$ cat src/rtl/dcache_pkg.sv
// Shared geometry and FSM encoding for the direct-mapped write-back data cache.
package dcache_pkg;

  localparam int SETS     = 16;
  localparam int WORDS    = 4;
  localparam int OFFSET_W = $clog2(WORDS);
  localparam int INDEX_W  = $clog2(SETS);
  localparam int TAG_W    = 32 - INDEX_W - OFFSET_W - 2;

  typedef enum logic [1:0] {
    IDLE      = 2'd0,
    WRITEBACK = 2'd1,
    ALLOCATE  = 2'd2
  } state_t;

endpackage

$ cat src/rtl/dcache_line_array.sv
// Line storage: data/tag arrays (never cleared) plus valid/dirty bits cleared on reset.
// Combinational read of one whole line; one word written per cycle, metadata written alongside.
module dcache_line_array
  import dcache_pkg::*;
#(
  parameter int SETS  = dcache_pkg::SETS,
  parameter int WORDS = dcache_pkg::WORDS,
  parameter int TAG_W = dcache_pkg::TAG_W
) (
  input  logic                          clock,
  input  logic                          reset,
  input  logic [$clog2(SETS)-1:0]       rd_index,
  output logic [TAG_W-1:0]              rd_tag,
  output logic                          rd_valid,
  output logic                          rd_dirty,
  output logic [WORDS-1:0][31:0]        rd_words,
  input  logic                          wr_en,
  input  logic [$clog2(SETS)-1:0]       wr_index,
  input  logic [$clog2(WORDS)-1:0]      wr_word,
  input  logic [31:0]                   wr_data,
  input  logic                          meta_we,
  input  logic [TAG_W-1:0]              meta_tag,
  input  logic                          meta_dirty
);

  logic [WORDS-1:0][31:0] data_q [SETS];
  logic [TAG_W-1:0]       tag_q  [SETS];
  logic [SETS-1:0]        valid_q;
  logic [SETS-1:0]        dirty_q;

  always_ff @(posedge clock) begin
    if (wr_en)   data_q[wr_index][wr_word] <= wr_data;
    if (meta_we) tag_q[wr_index]           <= meta_tag;
  end

  // Any metadata write marks the line valid; only dirty differs between store-hit and refill.
  always_ff @(posedge clock) begin
    if (reset) begin
      valid_q <= '0;
      dirty_q <= '0;
    end else if (meta_we) begin
      valid_q[wr_index] <= 1'b1;
      dirty_q[wr_index] <= meta_dirty;
    end
  end

  assign rd_tag   = tag_q[rd_index];
  assign rd_valid = valid_q[rd_index];
  assign rd_dirty = dirty_q[rd_index];
  assign rd_words = data_q[rd_index];

endmodule

$ cat src/rtl/data_cache_controller.sv
// Direct-mapped write-back/write-allocate D-cache: 0-latency hits, stall on miss until refill.
// Memory side holds each word request until ram_ack; dirty victims are written back before refill.
module data_cache_controller
  import dcache_pkg::*;
#(
  parameter int SETS  = dcache_pkg::SETS,
  parameter int WORDS = dcache_pkg::WORDS
) (
  input  logic        clock,
  input  logic        reset,
  input  logic [31:0] cpu_addr,
  input  logic        cpu_read,
  input  logic        cpu_write,
  input  logic [31:0] cpu_wdata,
  output logic [31:0] cpu_rdata,
  output logic        cache_stall,
  output logic        ram_req,
  output logic        ram_we,
  output logic [31:0] ram_addr,
  output logic [31:0] ram_wdata,
  input  logic [31:0] ram_rdata,
  input  logic        ram_ack
);

  localparam int IDX_W = $clog2(SETS);
  localparam int OFF_W = $clog2(WORDS);
  localparam int TG_W  = 32 - IDX_W - OFF_W - 2;

  state_t                 state_q, state_d;
  logic [OFF_W-1:0]       cnt_q, cnt_d;
  logic [TG_W-1:0]        miss_tag_q;
  logic [IDX_W-1:0]       miss_idx_q;

  logic [TG_W-1:0]        cpu_tag;
  logic [IDX_W-1:0]       cpu_idx;
  logic [OFF_W-1:0]       cpu_word;
  logic                   access, hit, miss, last_word;
  logic                   unused_addr_bits;

  logic [IDX_W-1:0]       rd_index;
  logic [TG_W-1:0]        rd_tag;
  logic                   rd_valid, rd_dirty;
  logic [WORDS-1:0][31:0] rd_words;
  logic                   wr_en, meta_we, meta_dirty;
  logic [OFF_W-1:0]       wr_word;
  logic [31:0]            wr_data;
  logic [TG_W-1:0]        meta_tag;

  assign cpu_tag          = cpu_addr[31 -: TG_W];
  assign cpu_idx          = cpu_addr[OFF_W+2 +: IDX_W];
  assign cpu_word         = cpu_addr[2 +: OFF_W];
  assign unused_addr_bits = ^cpu_addr[1:0];

  // Outside IDLE the array is addressed by the latched miss, so cpu_* may wander freely.
  assign rd_index  = (state_q == IDLE) ? cpu_idx : miss_idx_q;
  assign access    = cpu_read | cpu_write;
  assign hit       = (state_q == IDLE) && rd_valid && (rd_tag == cpu_tag);
  assign miss      = (state_q == IDLE) && access && !hit;
  assign last_word = (cnt_q == OFF_W'(WORDS - 1));

  dcache_line_array #(.SETS(SETS), .WORDS(WORDS), .TAG_W(TG_W)) u_lines (
    .clock      (clock),
    .reset      (reset),
    .rd_index   (rd_index),
    .rd_tag     (rd_tag),
    .rd_valid   (rd_valid),
    .rd_dirty   (rd_dirty),
    .rd_words   (rd_words),
    .wr_en      (wr_en),
    .wr_index   (rd_index),
    .wr_word    (wr_word),
    .wr_data    (wr_data),
    .meta_we    (meta_we),
    .meta_tag   (meta_tag),
    .meta_dirty (meta_dirty)
  );

  always_ff @(posedge clock) begin
    if (reset) begin
      state_q <= IDLE;
      cnt_q   <= '0;
    end else begin
      state_q <= state_d;
      cnt_q   <= cnt_d;
    end
  end

  always_ff @(posedge clock) begin
    if (!reset && miss) begin
      miss_tag_q <= cpu_tag;
      miss_idx_q <= cpu_idx;
    end
  end

  always_comb begin
    state_d     = state_q;
    cnt_d       = cnt_q;
    cpu_rdata   = '0;
    cache_stall = 1'b0;
    ram_req     = 1'b0;
    ram_we      = 1'b0;
    ram_addr    = '0;
    ram_wdata   = '0;
    wr_en       = 1'b0;
    wr_word     = cpu_word;
    wr_data     = cpu_wdata;
    meta_we     = 1'b0;
    meta_tag    = cpu_tag;
    meta_dirty  = 1'b1;
    case (state_q)
      IDLE: begin
        if (access && hit) begin
          cpu_rdata = rd_words[cpu_word];
          if (cpu_write) begin
            wr_en   = 1'b1;
            meta_we = 1'b1;
          end
        end else if (access) begin
          cache_stall = 1'b1;
          cnt_d       = '0;
          state_d     = (rd_valid && rd_dirty) ? WRITEBACK : ALLOCATE;
        end
      end
      WRITEBACK: begin
        cache_stall = 1'b1;
        ram_req     = 1'b1;
        ram_we      = 1'b1;
        ram_addr    = {rd_tag, miss_idx_q, cnt_q, 2'b00};
        ram_wdata   = rd_words[cnt_q];
        if (ram_ack) begin
          cnt_d = last_word ? '0 : cnt_q + 1'b1;
          if (last_word) state_d = ALLOCATE;
        end
      end
      ALLOCATE: begin
        cache_stall = 1'b1;
        ram_req     = 1'b1;
        ram_addr    = {miss_tag_q, miss_idx_q, cnt_q, 2'b00};
        if (ram_ack) begin
          wr_en   = 1'b1;
          wr_word = cnt_q;
          wr_data = ram_rdata;
          cnt_d   = last_word ? '0 : cnt_q + 1'b1;
          // Tag/valid flip only with the last word so the retry hits a complete line.
          if (last_word) begin
            meta_we    = 1'b1;
            meta_tag   = miss_tag_q;
            meta_dirty = 1'b0;
            state_d    = IDLE;
          end
        end
      end
      default: state_d = IDLE;
    endcase
    if (reset) begin
      cache_stall = 1'b0;
      ram_req     = 1'b0;
      ram_we      = 1'b0;
      ram_addr    = '0;
      ram_wdata   = '0;
      wr_en       = 1'b0;
      meta_we     = 1'b0;
    end
  end

endmodule

$ cat config.mk
export PLATFORM = sky130hd
export DESIGN_NAME = data_cache_controller
export DESIGN_NICKNAME = d
export VERILOG_FILES = /design/src/rtl/dcache_pkg.sv /design/src/rtl/dcache_line_array.sv /design/src/rtl/data_cache_controller.sv
export SDC_FILE = /design/constraint.sdc
export NUM_CORES = 2
export LEC_CHECK = 0
export ABC_AREA = 1
export CAP_MARGIN = 30
export CORE_ASPECT_RATIO = 0.75
export CORE_UTILIZATION = 39
export CTS_CLUSTER_SIZE = 25
export DETAILED_ROUTE_END_ITERATION = 16
export GPL_TIMING_DRIVEN = 0
export HOLD_SLACK_MARGIN = 0.06
export PLACE_DENSITY = 0.62
export SLEW_MARGIN = 10
export SYNTH_ARGS = -nofsm -noshare
export SYNTH_HDL_FRONTEND = slang
export SYNTH_SLANG_ARGS = --single-unit
$ cat constraint.sdc
create_clock -name clock -period 4.3 [get_ports clock]
set_input_delay 0.86 -clock clock [delete_from_list [all_inputs] [get_ports clock]]
set_output_delay 0.86 -clock clock [all_outputs]
set_load 0.02 [all_outputs]
======== Yosys cells after proc, flatten, opt, wreduce, memory -nomap -nowiden ========
Memories as Yosys holds them, arrays and structs flattened.
Index checks and enable logic that the tools add are counted.
cells by class
  add/sub/neg operators ................... 1
  order comparisons ....................... 6
  reduce and logical (&&, ||, !) cells .... 16
  bitwise gates (word level) .............. 2
  multiplexer cells ....................... 64
  eq/ne operators ......................... 11
operator list
  operator              count
  $mux W32              10
  $bmux W32 S2          2
  $mux W128             1
  $mux W24              3
  $demux W32 S2         1
  $pmux W32 S2          1
  $mux W2               13
  $eq A24 B24 Y1        1
  $mux W1               23
  $bwmux W16            1
  $or A16 B16 Y16       1
  $ne A2 B2 Y1 const B  6
  $logic_and A1 B1 Y1   9
  $lt A2 B3 Y1 const B  3
  $bmux W1 S4           2
  $pmux W1 S2           3
  $pmux W2 S3           1
  $reduce_and A6 Y1     1
  $lt A4 B5 Y1 const B  1
  $demux W1 S4          1
  $eq A2 B2 Y1 const B  2
  $ge A4 B1 Y1 const B  1
  $mux W4               1
  $pmux W2 S2           1
  other kinds (10)      11
storage, ports and cells
  word-level logic and storage cells ...... 108
  register bits ........................... 64
  memories ................................ 2
  bits in writable memories ............... 2432
  output and inout port bits .............. 99
memory list
  memory          words  width  rd ports  clocked after Yosys merged registers in  wr ports  RTL line                 RTL
  u_lines.data_q  16     128    1         0                                        1         dcache_line_array.sv:26  logic [WORDS-1:0][31:0] data_q [SETS];
  u_lines.tag_q   16     24     1         0                                        1         dcache_line_array.sv:27  logic [TAG_W-1:0] tag_q [SETS];

======== Depth between registers and ports, before layout ========
  depth in word-level cells ............... 12
  gate-level depth with buffers ........... 28

======== Modules after synthesis ========
From an unflattened synthesis, not the netlist that was laid out.
second synthesis, totals
  cells, all modules ...................... 10386
  area total of the unflattened synthesis .. 108156.2 um^2
modules (own cells, without submodules)
  module                 seq. area each (um^2)  times used  cells each  area each (um^2)
  dcache_line_array      73670.7                1           9380        102887.4
  data_cache_controller  920.9                  1           1006        5268.8

======== Worst setup path after synthesis ========
OpenSTA, ideal clock, no wires.
  path kind ............................... input to register
  start ................................... input port cpu_addr[4]
  end ..................................... memory u_lines.data_q[0][32] (netlist bit) (enable)
  buffers on the path ..................... 3
  path slack .............................. -334 ps
  arrival ................................. 4213 ps
  cell stages on the path ................. 21
  setup time .............................. 421 ps
  required time ........................... 3879 ps
  path through ............................ nand2_2 -> nand2_2 -> buf_2 -> buf_2 -> nor2_1 -> o21ai_1 -> nand2_1 -> nand2_1 -> nand2_1 -> nor2_1 -> nand2_1 -> nand2_1 -> nand2_1 -> nor2_1 -> nand2_1 -> nor2_2 -> nand4_2 -> nand2_4 -> nand4_4 -> buf_2 -> nor2_1
between the ends
  cells in the longest elaborated chain, start to end .. 11
ends and longest elaborated chain
  item                                                      RTL line                     RTL
  start: declaration                                        data_cache_controller.sv:11  input logic [31:0] cpu_addr,
  $mux W4 *                                                 data_cache_controller.sv:55  assign rd_index = (state_q == IDLE) ? cpu_idx : miss_idx_q;
  branches (longest 10 deep; another with $mem_v2 Z16 W24)  -
  end: declaration                                          dcache_line_array.sv:26
Mark *: on every way between the ends. The select of a mux whose other input is x is not followed.

======== Worst setup path after layout ========
  start ................................... register state_q[1]
  end ..................................... output port cpu_rdata[14]
between the ends
  cells in the longest elaborated chain, start to end .. 9
ends and longest elaborated chain
  item                                                     RTL line                                                                                RTL
  start: declaration                                       data_cache_controller.sv:29                                                             state_t state_q, state_d;
  start signal: assignment                                 data_cache_controller.sv:83                                                             state_q <= state_d;
  $logic_not A2 Y1 *                                       data_cache_controller.sv:55, data_cache_controller.sv:57, data_cache_controller.sv:110
  branches (longest 7 deep; another with $mem_v2 Z16 W24)  -
  $mux W32 *                                               data_cache_controller.sv:110                                                            case (state_q)
  end: declaration                                         data_cache_controller.sv:15                                                             output logic [31:0] cpu_rdata,
Marks and branches as above.

==> qor_table.md <==
| Item | Reported |
|---|---|
| CTS hold repair buffers | 0 |
| Longest individual stage delay on the worst path | 0.37 ns |
| Number of buffers and inverters on the critical path | 10 |
| Number of core rows | 157 |
| Boundary pin count | 200 |
| Static leakage | 0.0406 uW |
| Max-cap viol count | 0 |
| Dominant combinational cell family by area after synthesis | compound AO/OA/AOI/OAI gates |
| Ratio of cells with drive above 1 in the final layout | 0.205 |
| Maximum number of pins on one net before global-route repair | 65 |
| Count of flip-flops with a built-in enable after synthesis | 2460 |
| Average via count per standard cell | 6.12 |
| Fraction of the mapped netlist area in simple logic gates | 0.0646 |
| Nature of the critical path startpoint | register |
| Fraction of the cycle the final worst path needs | 1.27 |
| Min setup slack post-route | -1.16 ns |
| Area of the die | 249000 um^2 |
| Utilization of the core after routing | 0.490 |
| Number of buffer cells added on primary ports | 194 |
| Max clock buf depth | 4 |
| Height of the die | 432 um |
| Maximum operating frequency | 183 MHz |
| Top flip-flop cell by instance count after synthesis | sky130_fd_sc_hd__edfxtp_1 |
| Worst slew margin relative to its limit | 0.295 |
| Min Tclk post-route | 5.46 ns |
| Core Footprint | 245000 um^2 |
| Initial drt markers | 11700 |
| Number of endpoints failing setup at the final stage | 2338 |
| Number of remaining DRC errors | 0 |
| Number of cells after detailed placement | 10500 |
| Starting density of the core | 0.393 |
| Post-synthesis compound-gate area fraction | 0.122 |
| Clock tree sinks | 2496 |
| Dominant delay contributor by cell family on the critical path | buffers and inverters |
| Routability Congestion | 1.02 |
| Clock slew at the register clock pins of the worst setup and hold paths | 0.07 ns |
| Synth-to-Final Area Change | 24.5% |
| Async set-reset flop share out of synthesis | 0 |
| Start-to-end type of the worst setup path | reg -> out |
| Post-synthesis share of cell area spent on full adders, half adders and majority gates | 0.000650 |
| Per-instance average area after synthesis | 14.0 um^2 |
| Unrepaired setup endpoints after global routing | yes |
| Measured slew at the worst slew-check pin | 1.06 ns |
| Horizontal die dimension | 576 um |
| Crit path max-delay cell type | sky130_fd_sc_hd__a211oi_4 |
| GRT overflow | 0 |
| Number of pins exceeding their max-slew limit in the final report | 0 |
| Post-detailed-placement half-perimeter wirelength | 256000 um |
| Mux contribution to synthesized area | 0.00374 |
| Remaining antenna violation count after routing | 0 |
| Root Buffer Master | sky130_fd_sc_hd__clkbuf_16 |
| Layout filler cell count | 20600 |
| WL final | 377000 um |
| Hold violation count in the final report | 0 |
| Xor and xnor fraction of the mapped netlist area | 0.0000909 |
| PwrDens | 664 nW/um^2 |
| Worst IR Drop VDD | 0.000428 V |
| Area of combinational cells with multiple inputs | 20900 um^2 |
| Violated checks | negative setup slack |
| Count of TritonRoute iterations in the first routing pass | 6 |
| Number of nets in the layout | 7722 |
| Placement Cell Area | 107000 um^2 |
| Post-detailed-route wirelength per cell | 34.0 um |
| Critical Path Fanout Max | 7 |
| GRT Util Overall | 0.293 |
| Final cell count without fillers | 11100 |
| Via count of the first global-routing pass | 61900 |
| Global-route wire length before repair | 504000 um |
| Run status | finished with violations |
| Type of the worst min-delay path | reg -> reg |
| Critical path endpoint category | output pin |
| Series of cell instances along the critical path | inv_2 -> ha_4 -> buf_6 -> o21ai_4 -> buf_12 -> inv_8 -> buf_12 -> buf_12 -> nand2_2 -> nand2_1 -> nand2_1 -> nand2_2 -> nor2_4 -> o21ai_2 -> nor2_2 -> nand3_2 -> nor2_4 -> nand3_4 -> buf_12 -> buf_12 -> clkbuf_16 -> a211oi_4 -> buf_6 |
| Library cells used by synthesis | 40 |
| WP data required | 3.44 ns |
| Worst skew pair latency | 0.93 ns |
| Arr. time, crit path | 4.60 ns |
| Worst path most repeated cell | sky130_fd_sc_hd__buf_12 |
| Yosys warns | 0 |
| Vias after detailed routing | 67800 |
| Sequential cell area | 74600 um^2 |
| Synth Cell Area | 96300 um^2 |
| Initial antenna violation count | 17 |
| Post-synthesis sequential area ratio | 0.775 |
| Cell area after layout | 120000 um^2 |
| Number of buffers added by the clock tree synthesis step | 239 |
| Final setup skew | 0.101 ns |
| Clock tree from TritonCTS | yes |
| Post-synthesis instance total | 6886 |
| Flip-flop and latch count after synthesis | 2496 |
| H-tree Lvls | 4 |
## final cells by class
cell class,instances,area share
buffer,441,0.0336
sequential,2496,0.622
multi-input combinational,3559,0.175
inverter,391,0.0124
clock buffer,291,0.0525
timing repair buffer,488,0.0595
clock inverter,143,0.0111
antenna,13,0.000271
tap,3259,0.0340
## Yosys cell counts, types with 2 or more instances
cell type / n / area, um^2
sky130_fd_sc_hd__a22oi_1: 24 / 180
sky130_fd_sc_hd__a31oi_1: 6 / 37.5
sky130_fd_sc_hd__o21ai_1: 28 / 140
sky130_fd_sc_hd__dfxtp_1: 36 / 721
sky130_fd_sc_hd__nor2_1: 383 / 1440
sky130_fd_sc_hd__inv_1: 380 / 1430
sky130_fd_sc_hd__o31ai_1: 15 / 113
sky130_fd_sc_hd__nand3b_1: 15 / 113
sky130_fd_sc_hd__o21ai_0: 552 / 2760
sky130_fd_sc_hd__buf_4: 9 / 67.6
sky130_fd_sc_hd__nand2_1: 1102 / 4140
sky130_fd_sc_hd__nand4_1: 20 / 125
sky130_fd_sc_hd__a211oi_1: 30 / 225
sky130_fd_sc_hd__nand3_1: 38 / 190
sky130_fd_sc_hd__a221oi_1: 19 / 166
sky130_fd_sc_hd__clkbuf_1: 241 / 905
sky130_fd_sc_hd__o22ai_1: 1032 / 6460
sky130_fd_sc_hd__nand2_4: 2 / 22.5
sky130_fd_sc_hd__a311oi_1: 2 / 17.5
sky130_fd_sc_hd__edfxtp_1: 2460 / 73900
sky130_fd_sc_hd__mux2_2: 32 / 360
sky130_fd_sc_hd__o2111a_1: 68 / 766
sky130_fd_sc_hd__buf_2: 143 / 716
sky130_fd_sc_hd__nand2_2: 3 / 18.8
sky130_fd_sc_hd__nor2_2: 5 / 31.3
sky130_fd_sc_hd__o21bai_1: 4 / 30.0
sky130_fd_sc_hd__o21a_1: 4 / 30.0
sky130_fd_sc_hd__nor3_1: 9 / 45.0
sky130_fd_sc_hd__a21oi_1: 147 / 736
sky130_fd_sc_hd__clkinv_1: 3 / 11.3
sky130_fd_sc_hd__nand4_4: 4 / 85.1
sky130_fd_sc_hd__buf_1: 45 / 169
sky130_fd_sc_hd__ha_1: 5 / 62.6
sky130_fd_sc_hd__inv_2: 8 / 30.0
sky130_fd_sc_hd__buf_6: 3 / 33.8
sky130_fd_sc_hd__a21boi_0: 5 / 37.5
## metal layers
metal | up-vias | GRT usage | routed length, um | share of wire
met5 | - | 0 | 95 | 0.00025
met4 | 10 | 0.122 | 18700 | 0.050
met3 | 806 | 0.0905 | 57700 | 0.15
met2 | 5438 | 0.414 | 155000 | 0.41
met1 | 34000 | 0.418 | 145000 | 0.39
li1 | 27600 | - | - | -
## cell usage in the layout (no fill, tap or decap), types with 20 or more instances in the layout
cell type and count:
sky130_fd_sc_hd__buf_16 57, sky130_fd_sc_hd__nor2_1 251, sky130_fd_sc_hd__clkbuf_16 256, sky130_fd_sc_hd__buf_4 170, sky130_fd_sc_hd__a21oi_2 20, sky130_fd_sc_hd__a21oi_1 127
sky130_fd_sc_hd__nand2_1 1027, sky130_fd_sc_hd__clkbuf_1 102, sky130_fd_sc_hd__nand3_1 36, sky130_fd_sc_hd__clkinv_2 53, sky130_fd_sc_hd__o21ai_1 175, sky130_fd_sc_hd__inv_2 23
sky130_fd_sc_hd__nor2_4 110, sky130_fd_sc_hd__o2111a_2 59, sky130_fd_sc_hd__o21ai_2 90, sky130_fd_sc_hd__clkbuf_8 37, sky130_fd_sc_hd__o22ai_1 1029, sky130_fd_sc_hd__edfxtp_1 2460
sky130_fd_sc_hd__a22oi_1 24, sky130_fd_sc_hd__mux2_4 29, sky130_fd_sc_hd__buf_8 37, sky130_fd_sc_hd__nand4_1 20, sky130_fd_sc_hd__nor2_2 27, sky130_fd_sc_hd__buf_6 127
sky130_fd_sc_hd__bufinv_16 23, sky130_fd_sc_hd__clkbuf_2 43, sky130_fd_sc_hd__o21ai_0 306, sky130_fd_sc_hd__clkinv_1 51, sky130_fd_sc_hd__clkdlybuf4s50_1 129, sky130_fd_sc_hd__inv_1 360
sky130_fd_sc_hd__nand2_2 65, sky130_fd_sc_hd__buf_2 24, sky130_fd_sc_hd__buf_12 155, sky130_fd_sc_hd__dfxtp_1 34, sky130_fd_sc_hd__a211oi_4 20, sky130_fd_sc_hd__clkbuf_4 67
## worst paths after layout
check	start	to	slack [ns]	cells past startpoint
max	state_q[1]	cpu_rdata[14]	-1.16	23
min	u_lines.dirty_q[14]	u_lines.dirty_q[14]	0.46	2
max reg2reg	state_q[1]	u_lines.data_q[7][112]	-0.90	27
min reg2reg	u_lines.dirty_q[14]	u_lines.dirty_q[14]	0.46	2
## stage by stage
stage               power, uW  setup slack [ns]  hold slack (ns)  setup TNS, ns
floorplan               39900            -0.334            0.428        -540.19
global placement        51200             -6.05            0.439              -
detailed placement      51800             -3.47            0.446       -5033.76
CTS                     76600             -1.22            0.455        -896.03
global route            81200             -1.18            0.474       -1168.91
finish                  79600             -1.16            0.456       -1039.05
## registers in the layout, summed over array words and instances (netlist names)
name and flops:
u_lines.data_q 2048, miss_idx_q 4, u_lines.tag_q 384, u_lines.dirty_q 16, miss_tag_q 24, state_q 2, u_lines.valid_q 16, cnt_q 2
## cells by family after synthesis
logic type | after synthesis
adders and majority gates | 5
xor gates and xnor gates | 1
muxes | 32
AOI/OAI and AO/OA | 1937
buffers and inverters | 832
DFF | 2496
other | 1
and+or+nand+nor | 1582
## timing repair
item	in CTS	in global routing
pin swaps	137	131
cloned	5	12
resized for setup	1478	486
buffers inserted	64	17
setup endpoints to repair	2592	2513
## worst register-to-register path: stages, from the launching register on
cell,delay (ns)
sky130_fd_sc_hd__dfxtp_2,0.35
sky130_fd_sc_hd__inv_2,0.06
sky130_fd_sc_hd__ha_4,0.20
sky130_fd_sc_hd__buf_6,0.13
sky130_fd_sc_hd__o21ai_4,0.23
sky130_fd_sc_hd__buf_12,0.16
sky130_fd_sc_hd__inv_8,0.05
sky130_fd_sc_hd__buf_12,0.15
sky130_fd_sc_hd__buf_8,0.16
sky130_fd_sc_hd__nand2_1,0.08
sky130_fd_sc_hd__nand2_1,0.06
sky130_fd_sc_hd__nand2_1,0.05
sky130_fd_sc_hd__nand2_1,0.13
sky130_fd_sc_hd__nor2_2,0.15
sky130_fd_sc_hd__nand2_1,0.06
sky130_fd_sc_hd__nand2_1,0.10
sky130_fd_sc_hd__nand2_1,0.06
sky130_fd_sc_hd__nor2_1,0.08
sky130_fd_sc_hd__nand2_1,0.09
sky130_fd_sc_hd__nor2_4,0.18
sky130_fd_sc_hd__buf_4,0.15
sky130_fd_sc_hd__nand4_2,0.26
sky130_fd_sc_hd__nand2_4,0.24
sky130_fd_sc_hd__nand4_4,0.30
sky130_fd_sc_hd__buf_8,0.30
sky130_fd_sc_hd__nor2_4,0.66
sky130_fd_sc_hd__buf_16,0.25
sky130_fd_sc_hd__buf_16,0.18
## where the power goes
group	internal, uW	switching (uW)	total (uW)
logic	9560	21500	31100
clock network	11700	9210	21000
registers	27600	54.4	27600
total	48900	30800	79600
No activity file was read; power rests on OpenSTA's default activity.
